## src/rtl/snoop_cache.sv

```systemverilog
// Single-line, single-word write-back MSI cache with a point-to-point snoop
// link to one peer cache and a request/ack port to the shared memory bus.
module snoop_cache #(
   parameter int WORD_W  = 16,
   parameter int ADDR_W  = 8,
   parameter int IO_W    = 2,
   parameter int STATE_W = 2,
   parameter bit MASTER  = 1'b0
) (
   input  logic              clk,
   input  logic              reset,
   input  logic [IO_W-1:0]   rwFromCPU,
   input  logic [ADDR_W-1:0] addrFromCPU,
   input  logic [WORD_W-1:0] dataFromCPU,
   output logic              cacheEnToCPU,
   output logic [WORD_W-1:0] dataToCPU,
   input  logic [WORD_W-1:0] dataFromMem,
   input  logic              memEn,
   output logic [IO_W-1:0]   rwToMem,
   output logic [ADDR_W-1:0] addrToMem,
   output logic [WORD_W-1:0] dataToMem,
   input  logic              havMsgFromCache,
   input  logic              rmFromCache,
   input  logic              wmFromCache,
   input  logic              invFromCache,
   input  logic [ADDR_W-1:0] addrFromCache,
   input  logic              allowReadFromCache,
   input  logic [ADDR_W-1:0] allowReadFromCacheAddr,
   output logic              havMsgToCache,
   output logic              rmToCache,
   output logic              wmToCache,
   output logic              invToCache,
   output logic [ADDR_W-1:0] addrToCache,
   output logic              allowReadToCache,
   output logic [ADDR_W-1:0] allowReadToCacheAddr,
   output logic [STATE_W-1:0] debugState,
   output logic [WORD_W-1:0] debugCacheLine
);

   localparam logic [STATE_W-1:0] ST_I = STATE_W'(0);
   localparam logic [STATE_W-1:0] ST_S = STATE_W'(1);
   localparam logic [STATE_W-1:0] ST_M = STATE_W'(2);
   localparam logic [IO_W-1:0]    RW_RD = IO_W'(1);
   localparam logic [IO_W-1:0]    RW_WR = IO_W'(2);

   typedef enum logic [2:0] {
      IDLE, WB, REQ, MEMRD, DONE, SWB, SACK
   } fsm_t;

   fsm_t              fsm, fsm_nx, snp_fsm;
   logic [STATE_W-1:0] coh, coh_nx, snp_coh;
   logic [ADDR_W-1:0] tag, tag_nx;
   logic [WORD_W-1:0] line, line_nx;
   logic [2:0]        kind, kind_nx;
   logic [ADDR_W-1:0] snp_addr, snp_addr_nx;
   logic              snp_rm, snp_rm_nx;

   logic cpu_rd, cpu_wr, cpu_go, hit, snp_hit, acked;

   assign cpu_rd  = (rwFromCPU == RW_RD);
   assign cpu_wr  = (rwFromCPU == RW_WR);
   assign cpu_go  = (cpu_rd || cpu_wr) && !allowReadFromCache;
   assign hit     = (tag == addrFromCPU) && (coh != ST_I);
   assign snp_hit = (tag == addrFromCache) && (coh != ST_I);
   assign acked   = allowReadFromCache &&
                    (allowReadFromCacheAddr == addrFromCPU);

   assign debugState     = coh;
   assign debugCacheLine = line;

   // Snoop outcome: dirty copies are flushed before acking
   always_comb begin
      snp_fsm = SACK;
      snp_coh = coh;
      if (snp_hit && coh == ST_M && (rmFromCache || wmFromCache))
         snp_fsm = SWB;
      else if (snp_hit && coh == ST_S && (wmFromCache || invFromCache))
         snp_coh = ST_I;
   end

   always_ff @(posedge clk) begin
      if (reset) begin
         fsm      <= IDLE;
         coh      <= ST_I;
         tag      <= '0;
         line     <= '0;
         kind     <= '0;
         snp_addr <= '0;
         snp_rm   <= 1'b0;
      end else begin
         fsm      <= fsm_nx;
         coh      <= coh_nx;
         tag      <= tag_nx;
         line     <= line_nx;
         kind     <= kind_nx;
         snp_addr <= snp_addr_nx;
         snp_rm   <= snp_rm_nx;
      end
   end

   always_comb begin
      fsm_nx      = fsm;
      coh_nx      = coh;
      tag_nx      = tag;
      line_nx     = line;
      kind_nx     = kind;
      snp_addr_nx = snp_addr;
      snp_rm_nx   = snp_rm;
      cacheEnToCPU         = 1'b0;
      dataToCPU            = '0;
      rwToMem              = '0;
      addrToMem            = '0;
      dataToMem            = '0;
      havMsgToCache        = 1'b0;
      rmToCache            = 1'b0;
      wmToCache            = 1'b0;
      invToCache           = 1'b0;
      addrToCache          = '0;
      allowReadToCache     = 1'b0;
      allowReadToCacheAddr = '0;
      unique case (fsm)
         IDLE: begin
            if (havMsgFromCache) begin
               fsm_nx      = snp_fsm;
               coh_nx      = snp_coh;
               snp_addr_nx = addrFromCache;
               snp_rm_nx   = rmFromCache;
            end else if (cpu_go) begin
               if (hit && cpu_rd) begin
                  fsm_nx = DONE;
               end else if (hit && coh == ST_M) begin
                  line_nx = dataFromCPU;
                  fsm_nx  = DONE;
               end else begin
                  kind_nx = {cpu_rd, cpu_wr && !hit, cpu_wr && hit};
                  fsm_nx  = (!hit && coh == ST_M) ? WB : REQ;
               end
            end
         end
         WB: begin
            rwToMem   = RW_WR;
            addrToMem = tag;
            dataToMem = line;
            if (memEn) begin
               coh_nx = ST_I;
               fsm_nx = REQ;
            end
         end
         REQ: begin
            havMsgToCache = 1'b1;
            rmToCache     = kind[2];
            wmToCache     = kind[1];
            invToCache    = kind[0];
            addrToCache   = addrFromCPU;
            if (acked) begin
               if (kind[2]) begin
                  fsm_nx = MEMRD;
               end else begin
                  line_nx = dataFromCPU;
                  tag_nx  = addrFromCPU;
                  coh_nx  = ST_M;
                  fsm_nx  = DONE;
               end
            end else if (havMsgFromCache && !MASTER) begin
               // Yield to the master; own request is re-evaluated from IDLE
               fsm_nx      = snp_fsm;
               coh_nx      = snp_coh;
               snp_addr_nx = addrFromCache;
               snp_rm_nx   = rmFromCache;
            end
         end
         MEMRD: begin
            rwToMem   = RW_RD;
            addrToMem = addrFromCPU;
            if (memEn) begin
               line_nx = dataFromMem;
               tag_nx  = addrFromCPU;
               coh_nx  = ST_S;
               fsm_nx  = DONE;
            end
         end
         DONE: begin
            cacheEnToCPU = 1'b1;
            dataToCPU    = line;
            fsm_nx       = IDLE;
         end
         SWB: begin
            rwToMem   = RW_WR;
            addrToMem = tag;
            dataToMem = line;
            if (memEn) begin
               coh_nx = snp_rm ? ST_S : ST_I;
               fsm_nx = SACK;
            end
         end
         SACK: begin
            allowReadToCache     = 1'b1;
            allowReadToCacheAddr = snp_addr;
            if (!havMsgFromCache)
               fsm_nx = IDLE;
         end
         default: fsm_nx = IDLE;
      endcase
   end

endmodule

```

## config.mk

```make
export PLATFORM = sky130hd
export DESIGN_NAME = snoop_cache
export DESIGN_NICKNAME = d
export VERILOG_FILES = /design/src/rtl/snoop_cache.sv
export SDC_FILE = /design/constraint.sdc
export NUM_CORES = 1
export LEC_CHECK = 0
export ABC_AREA = 1
export CORE_AREA = 4 4 102 104
export CTS_CLUSTER_DIAMETER = 200
export DETAILED_ROUTE_END_ITERATION = 6
export DIE_AREA = 0 0 106 108
export PLACE_DENSITY = 0.66
export SLEW_MARGIN = 20
export SYNTH_ARGS = -nofsm -noshare
export SYNTH_HDL_FRONTEND = slang
export SYNTH_SLANG_ARGS = --single-unit
```

## constraint.sdc

```tcl
create_clock -name clk -period 2.2 [get_ports clk]
set_input_delay 0.55 -clock clk [delete_from_list [all_inputs] [get_ports clk]]
set_output_delay 0.55 -clock clk [all_outputs]
set_load 0.02 [all_outputs]
```

Yosys cells after proc, flatten, opt, wreduce, memory -nomap -nowiden
Cells that the tools add are included.

word-level totals
  register bits after elaboration = 41
  input bits = 66
  output and inout bits = 82

operators by class
  bitwise gates (word level) = 3
  multiplexer cells = 54
  eq/ne operators = 27
  reductions and logical operators = 31

operator list
  kind                  count
  $mux W16              9
  $mux W8               7
  $pmux W16 S3          1
  $pmux W8 S2           3
  $mux W3               11
  $eq A8 B8 Y1          3
  $ne A2 B2 Y1 const B  11
  $mux W2               10
  $pmux W3 S6           1
  $logic_and A1 B1 Y1   13
  $pmux W2 S5           1
  $reduce_and A5 Y1     2
  $eq A3 B3 Y1 const B  3
  $mux W1               9
  $ne A3 B3 Y1 const B  3
  $reduce_and A8 Y1     1
  $eq A3 B2 Y1 const B  2
  $reduce_and A6 Y1     1
  $reduce_bool A2 Y1    3
  $reduce_bool A5 Y1    1
  $eq A2 B1 Y1 const B  2
  $eq A2 B2 Y1 const B  2
  $pmux W2 S2           1
  $reduce_and A4 Y1     1
  9 further kinds       14

Longest topological paths before layout
Gate-level depths: netlist of run 1.

  depth after elaboration = 10
  mapped depth = 14

Least setup slack after synthesis of run 1
No wires, ideal clock.

  kind = register to output
  start = register fsm[2]
  end = output dataToCPU[10]
  required time = 1.650 ns
  setup slack = -0.188 ns
  data arrival time = 1.838 ns
  path buffers = 1
  cell stages (with the launch flop) = 6
  cell sequence = dfxtp_1 > inv_1 > nor3_1 > inv_1 > clkbuf_1 > nor2_1

on the way
  longest elaborated chain between the ends = 2

ends and longest elaborated chain
  item                      RTL line  source
  start: declaration        50        fsm_t fsm, fsm_nx, snp_fsm;
  start signal: assignment  91        fsm <= fsm_nx;
  $eq A3 B3 Y1              121       unique case (fsm)
  $mux W16                  121
  end: declaration          16        output logic [WORD_W-1:0] dataToCPU,

No other way between the ends.

Final worst setup path of run 1
  start = input addrFromCPU[6]
  end = output addrToMem[6]

on the way
  longest elaborated chain between the ends = 1

ends and longest elaborated chain
  item                RTL line  source
  start: declaration  13        input logic [ADDR_W-1:0] addrFromCPU,
  $pmux W8 S2         121
  end: declaration    20        output logic [ADDR_W-1:0] addrToMem,

No other way between the ends.

==> reports/metrics.yaml, run 1 <==
synth:
  synthesis.instances: 521
  yosysWarnings: 0
  syn_area_per_cell_um2: 5.88
  ys_ff_latch: 41
  syn-cell-area_um2: 3060
  synth-main-ff-cell: "dfxtp_1"
  synth.top_cell.area_share_pct: 26.8
  yosys-top-cells-area: "dfxtp_1 27%, nand2_1 18%, nor2_1 9.8%"
  syn_nets: 589
  seq_area_frac_synth_pct: 26.8
  synth_area_leader_cell: "dfxtp_1"
  synth-edff-count: 0
  synth_cell_type_count: 38
  async_reset_ff_share_pct: 0
critical_path:
  endpoint_kind: "primary output"
  rrSetupSlack_ps: 260
  critPathArrivalTime_ps: 1570
  path_max_fanout: 4
  crit_chain: "clkdlybuf4s50_1 > inv_1 > o22ai_1 > clkdlybuf4s15_1"
  cp.required_ps: 1650
  reg2reg_from: "fsm[1]"
  rr_worst_depth: 11
  crit_family: "buffers and inverters"
  path_class: "in -> out"
  cp-start-kind: "input pin"
  critical_path_buf_inv_count: 3
  path_depth: 4
  cpMaxStageDelayCell: "clkdlybuf4s50_1"
  reg2reg_to: "debugCacheLine[1]"
  critical_path.max_stage_delay_ps: 480
place:
  place.gp.congestion: 0.902
  place_hpwl_um: 8850
  portBuffers: 147
  dp_worst_setup_slack_ps: -330
  placed_cells: 829
timing:
  max_freq_mhz: 472
  clock_skew_ps: 10.9
  setup_ws_ps: 81.1
  tightest_slew_ps: 689
  final_max_slew_viol_count: 0
  setup_violations: 0
  slew_headroom_pct: 53.8
  finalHoldViolCount: 0
  timing.final.crit_share_pct: 96.3
  fin_crit_ps: 2120
hold_path:
  hold_end: "snp_addr[1]"
  hp-class: "reg -> reg"
  min_from: "snp_addr[1]"
  holdPathStages: 2
clock_network:
  cts_num_sinks: 41
  numCtsBuffers: 5
  cts_max_level: 2
  cts_tree: "yes"
  cts-root-buf: "clkbuf_8"
  clkTransAtPathRegs_ps: 80
  clk_path_buf_depth: 2
  clkLatencyLatePin_ps: 300
finish:
  antenna_cells: 0
  drive_gt1_share_pct: 22.6
  fin_nets: 775
  stdcell_count: 841
  syn2layout_area_growth_pct: 64.1
grt:
  antenna_found_initial: 0
  grt_util_all_layers_pct: 18.3
  grt_pass1_wl_um: 17200
  gr-total-overflow: 0
  grt_max_degree: 22
  grt_pass1_vias: 3723
floorplanning:
  rows: 36
  die_w_um: 106
  io_pins: 148
  start_util_pct: 32.1
  core_um2: 9550
  dieHeight_um: 108
  fp.dieArea_um2: 11400
route:
  dr.pass1.iters: 5
  drc: 0
  vias_per_cell: 4.55
  antenna_left: 0
  routed_wl_um: 10900
  drt_iter0_markers: 193
  wire_per_inst_um: 13.0
  vias: 3826
power:
  ir_worst_vdd_uv: 444
  p_leak_uw: 0.00241
  report.power.total_uw: 3760
  power-per-cell-area_nw_per_um2: 749
outcome:
  status: "finished clean"
job:
  cap_violations: 0
==> state kept, by name, summed over array words and instances (netlist names) <==
name,flops
kind,3
fsm,3
debugCacheLine,16
tag,8
snp_rm,1
snp_addr,8
debugState,2
==> layout make-up <==
class,instances,area [µm²]
fill,1000,4520
multi-input combinational,374,1820
timing repair buffer,197,1740
sequential,41,823
inverter,88,339
tap,133,166
clock buffer,5,68.8
clock inverter,3,68.8
==> worst reg2reg max path, delay by kind of cell, from the launching register on <==
| kind | cells | cell delay (ps) |
|---|---|---|
| flip-flops | 1 | 410 |
| AND/OR/NAND/NOR | 5 | 740 |
| buffers and inverters | 4 | 490 |
| AO/OA/AOI/OAI | 2 | 230 |
==> worst max path at each step <==
stage                    from  slack [ps]                  to
2_1_floorplan          fsm[2]          60       dataToCPU[10]
3_3_place_gp   addrFromCPU[6]        -290      addrToCache[6]
3_5_place_dp     rwFromCPU[0]        -330   debugCacheLine[3]
4_1_cts                fsm[1]           5        dataToMem[9]
5_1_grt          rwFromCPU[0]        -0.8  debugCacheLine[10]
6_report       addrFromCPU[6]          80        addrToMem[6]
==> cell usage in the layout (no fill, tap or decap), types with 10 or more instances in the layout <==
cell type / synthesis / routed
a21oi_1: 30 / 30
a21oi_2: 11 / 11
buf_4: 2 / 43
clkbuf_2: 0 / 33
clkdlybuf4s50_1: 0 / 77
dfxtp_1: 41 / 39
dlygate4sd2_1: 0 / 13
inv_1: 76 / 73
inv_2: 9 / 10
nand2_1: 150 / 150
nand2_2: 12 / 11
nand3_1: 28 / 27
nor2_1: 80 / 78
o21ai_0: 21 / 20
==> per-layer routing <==
layer,GRT usage [%],up-vias,part of all wire [%]
met2,32.6,97,50
met1,23.2,1743,44
met4,5.74,0,1.5
met5,0,-,0
met3,2.33,16,4.1
li1,-,1970,-
==> metrics by stage <==
stage	utilization [%]	setup TNS, ps	instance area (µm²)	hold slack [ps]
floorplan	-	0	3070	425
global placement	52.2	-11040	4990	441
detailed placement	52.2	-13370	4990	447
CTS	53.6	0	5110	459
global route	52.6	-0.844	5030	483
finish	52.6	0	5030	463
==> cell usage after synthesis, types with 7 or more instances <==
cell type / number
nand2_1: 150
nor2_1: 80
inv_1: 76
dfxtp_1: 41
a21oi_1: 30
nand3_1: 28
o21ai_0: 21
nand2_2: 12
a21oi_2: 11
clkbuf_1: 9
inv_2: 9
o22ai_1: 7
==> power breakdown <==
part	total, µW	leakage [µW]	internal, µW	switching (µW)
registers	974	0.000335	873	101
logic	2040	0.00200	917	1120
clock network	751	0.0000687	457	293
==> what timing repair did <==
| action | in CTS | in global routing |
|---|---|---|
| hold buffers | 0 | 0 |
| buffers inserted | 1 | 2 |
| setup endpoints to repair | 68 | 79 |
| pin swaps | 1 | 7 |
| gates resized for setup | 112 | 74 |
| cloned | 0 | 1 |
==> kinds of logic after synthesis <==
logic type	synth area share (%)
buffers and inverters	14.7
and+or+nand+nor	41.7
adders and majority gates	0.817
AOI/OAI and AO/OA	14.3
xor gates and xnor gates	1.72
DFF	26.8
No activity file was read; power rests on OpenSTA's default activity.
==> run 2, diff against run 1 <==
--- a/config.mk
+++ b/config.mk
@@ -6,11 +6,11 @@
 export NUM_CORES = 1
 export LEC_CHECK = 0
 export ABC_AREA = 1
-export CORE_AREA = 4 4 102 104
+export CORE_AREA = 4 4 92 94
 export CTS_CLUSTER_DIAMETER = 200
 export DETAILED_ROUTE_END_ITERATION = 6
-export DIE_AREA = 0 0 106 108
-export PLACE_DENSITY = 0.66
+export DIE_AREA = 0 0 96 98
+export PLACE_DENSITY = 0.79
 export SLEW_MARGIN = 20
 export SYNTH_ARGS = -nofsm -noshare
 export SYNTH_HDL_FRONTEND = slang
==> reports/metrics.yaml, run 2 (same netlist as run 1, synthesis figures left out) <==
clock_network:
  numCtsBuffers: 5
  clk_path_buf_depth: 2
  clkTransAtPathRegs_ps: 80
  cts_max_level: 2
  cts_hold_buf: 0
  cts_tree: "yes"
  cts-root-buf: "clkbuf_8"
  cts_num_sinks: 41
  clkLatencyLatePin_ps: 300
finish:
  post-route-util_pct: 65.5
  seq_area_um2: 825
  antenna_cells: 0
  syn2layout_area_growth_pct: 63.5
  layout_common_cells: "149 x nand2_1, 78 x nor2_1, 76 x clkdlybuf4s50_1"
  largest_reg_flops: 16
  final_common_cell: "nand2_1"
  n_fill_cell: 696
  multiInputGateArea_um2: 1860
  fin_nets: 773
  design_area_um2: 5010
  drive_gt1_share_pct: 23.1
floorplanning:
  die_w_um: 96
  io_pins: 148
  dieHeight_um: 98
  start_util_pct: 40.1
  rows: 32
  fp.dieArea_um2: 9410
  core_um2: 7650
critical_path:
  cp-start-kind: "flop"
  rrSetupSlack_ps: 300
  critical_path.max_stage_delay_ps: 360
  path_max_fanout: 16
  startpoint: "fsm[1]"
  reg2reg_from: "fsm[1]"
  cpMaxStageDelayCell: "dfxtp_2"
  endpoint_kind: "primary output"
  reg2reg_to: "debugCacheLine[2]"
  critPathArrivalTime_ps: 1570
  crit_chain: "buf_4 > nor3_4 > inv_4 > nor2_1 > clkdlybuf4s15_1"
  path_class: "reg -> out"
  rr_worst_depth: 11
  cp.required_ps: 1650
route:
  dr.pass1.iters: 5
  antenna_left: 0
  wire_per_inst_um: 13.7
  drt_iter0_markers: 347
  vias_per_cell: 4.80
  vias: 3875
  routed_wl_um: 11100
  drc: 0
hold_path:
  hold_end: "snp_addr[2]"
  holdPathStages: 2
  hp-class: "reg -> reg"
  min_from: "snp_addr[2]"
timing:
  slew_headroom_pct: 56.4
  setup_violations: 0
  max_freq_mhz: 473
  final_max_slew_viol_count: 0
  tightest_slew_ps: 650
  timing.final.crit_share_pct: 96.2
  finalHoldViolCount: 0
  clock_skew_ps: 5.45
  fin_crit_ps: 2120
place:
  dpl_cell_area_um2: 4940
  place.gp.congestion: 0.923
  place_hpwl_um: 8670
  portBuffers: 147
power:
  report.power.total_uw: 3730
  p_leak_uw: 0.00239
  ir_worst_vdd_uv: 518
  power-per-cell-area_nw_per_um2: 745
grt:
  gr-total-overflow: 0
  grt_pass1_wl_um: 17500
  grt_use_met1_pct: 29.5
  grt_util_met3_pct: 3.08
  antenna_found_initial: 0
  grt_max_degree: 22
  grt_pass1_vias: 3762
  grt_util_all_layers_pct: 22.9
  grt_busiest_layer: "met2"
  met2_usage_pct: 38.6
job:
  cap_violations: 0
outcome:
  status: "finished clean"
-- run 2: cell count changes in the layout (fill, tap and decap cells not counted), moves of 2 or more --
cell	previous run	this run
inv_1	73	71
inv_2	10	13
o21ai_1	4	6
nand2_2	11	13
clkdlybuf4s15_1	7	12
o21ai_0	20	17
clkbuf_2	33	30
-- run 2: area by class of cell --
cell class	count	share of cell area, %
multi-input cells	374	37.1
clock buffers	6	1.65
inverters	88	6.72
repair buffers	195	34.8
flip-flops and latches	41	16.5
well taps	102	2.55
clock inverters	2	0.750
-- run 2: how the worst max path moves through the flow --
stage,endpoint,slack [ps]
global placement,debugCacheLine[11],-310
detailed placement,debugCacheLine[2],-500
finish,dataToCPU[14],80
CTS,dataToMem[11],0.4
floorplan,dataToCPU[10],60
global route,fsm[1],-30
-- run 2: power by group --
part | leakage [µW] | total, µW | internal (µW) | switching, µW
Clock | 0.0000574 | 646 | 369 | 277
Combinational | 0.00199 | 2100 | 927 | 1170
Sequential | 0.000335 | 983 | 875 | 108
Total | 0.00239 | 3730 | 2170 | 1560
-- run 2: layer usage --
layer / wire length [µm] / up-vias / part of all wire (%)
met4: 296 / 0 / 2.7
li1: - / 1962 / -
met1: 4670 / 1736 / 42
met5: 0 / - / 0
met2: 5540 / 151 / 50
met3: 592 / 26 / 5.3
-- run 2: repair_timing --
action | CTS | global route
gates cloned | 0 | 1
pin swaps | 3 | 6
buffers inserted | 1 | 1
gates resized for setup | 111 | 82
setup endpoints to repair | 80 | 97
-- run 2: worst max-delay path: cells and delay by family, from the launching register on --
kind          cells  cell delay, ps
simple gates      2             330
flops             1             360
buf+inv           3             580
-- run 2: metrics by stage --
| step | TNS, ps | worst slack, ps | hold WS (ps) | cells |
|---|---|---|---|---|
| 3_3_place_gp | -13760 | -308 | 442 | 797 |
| 4_1_cts | 0 | 0.368 | 459 | 806 |
| 3_5_place_dp | -16880 | -502 | 446 | 797 |
| 2_1_floorplan | 0 | 64.2 | 425 | 521 |
| 6_report | 0 | 84.1 | 456 | 808 |
| 5_1_grt | -79.4 | -27.3 | 476 | 808 |
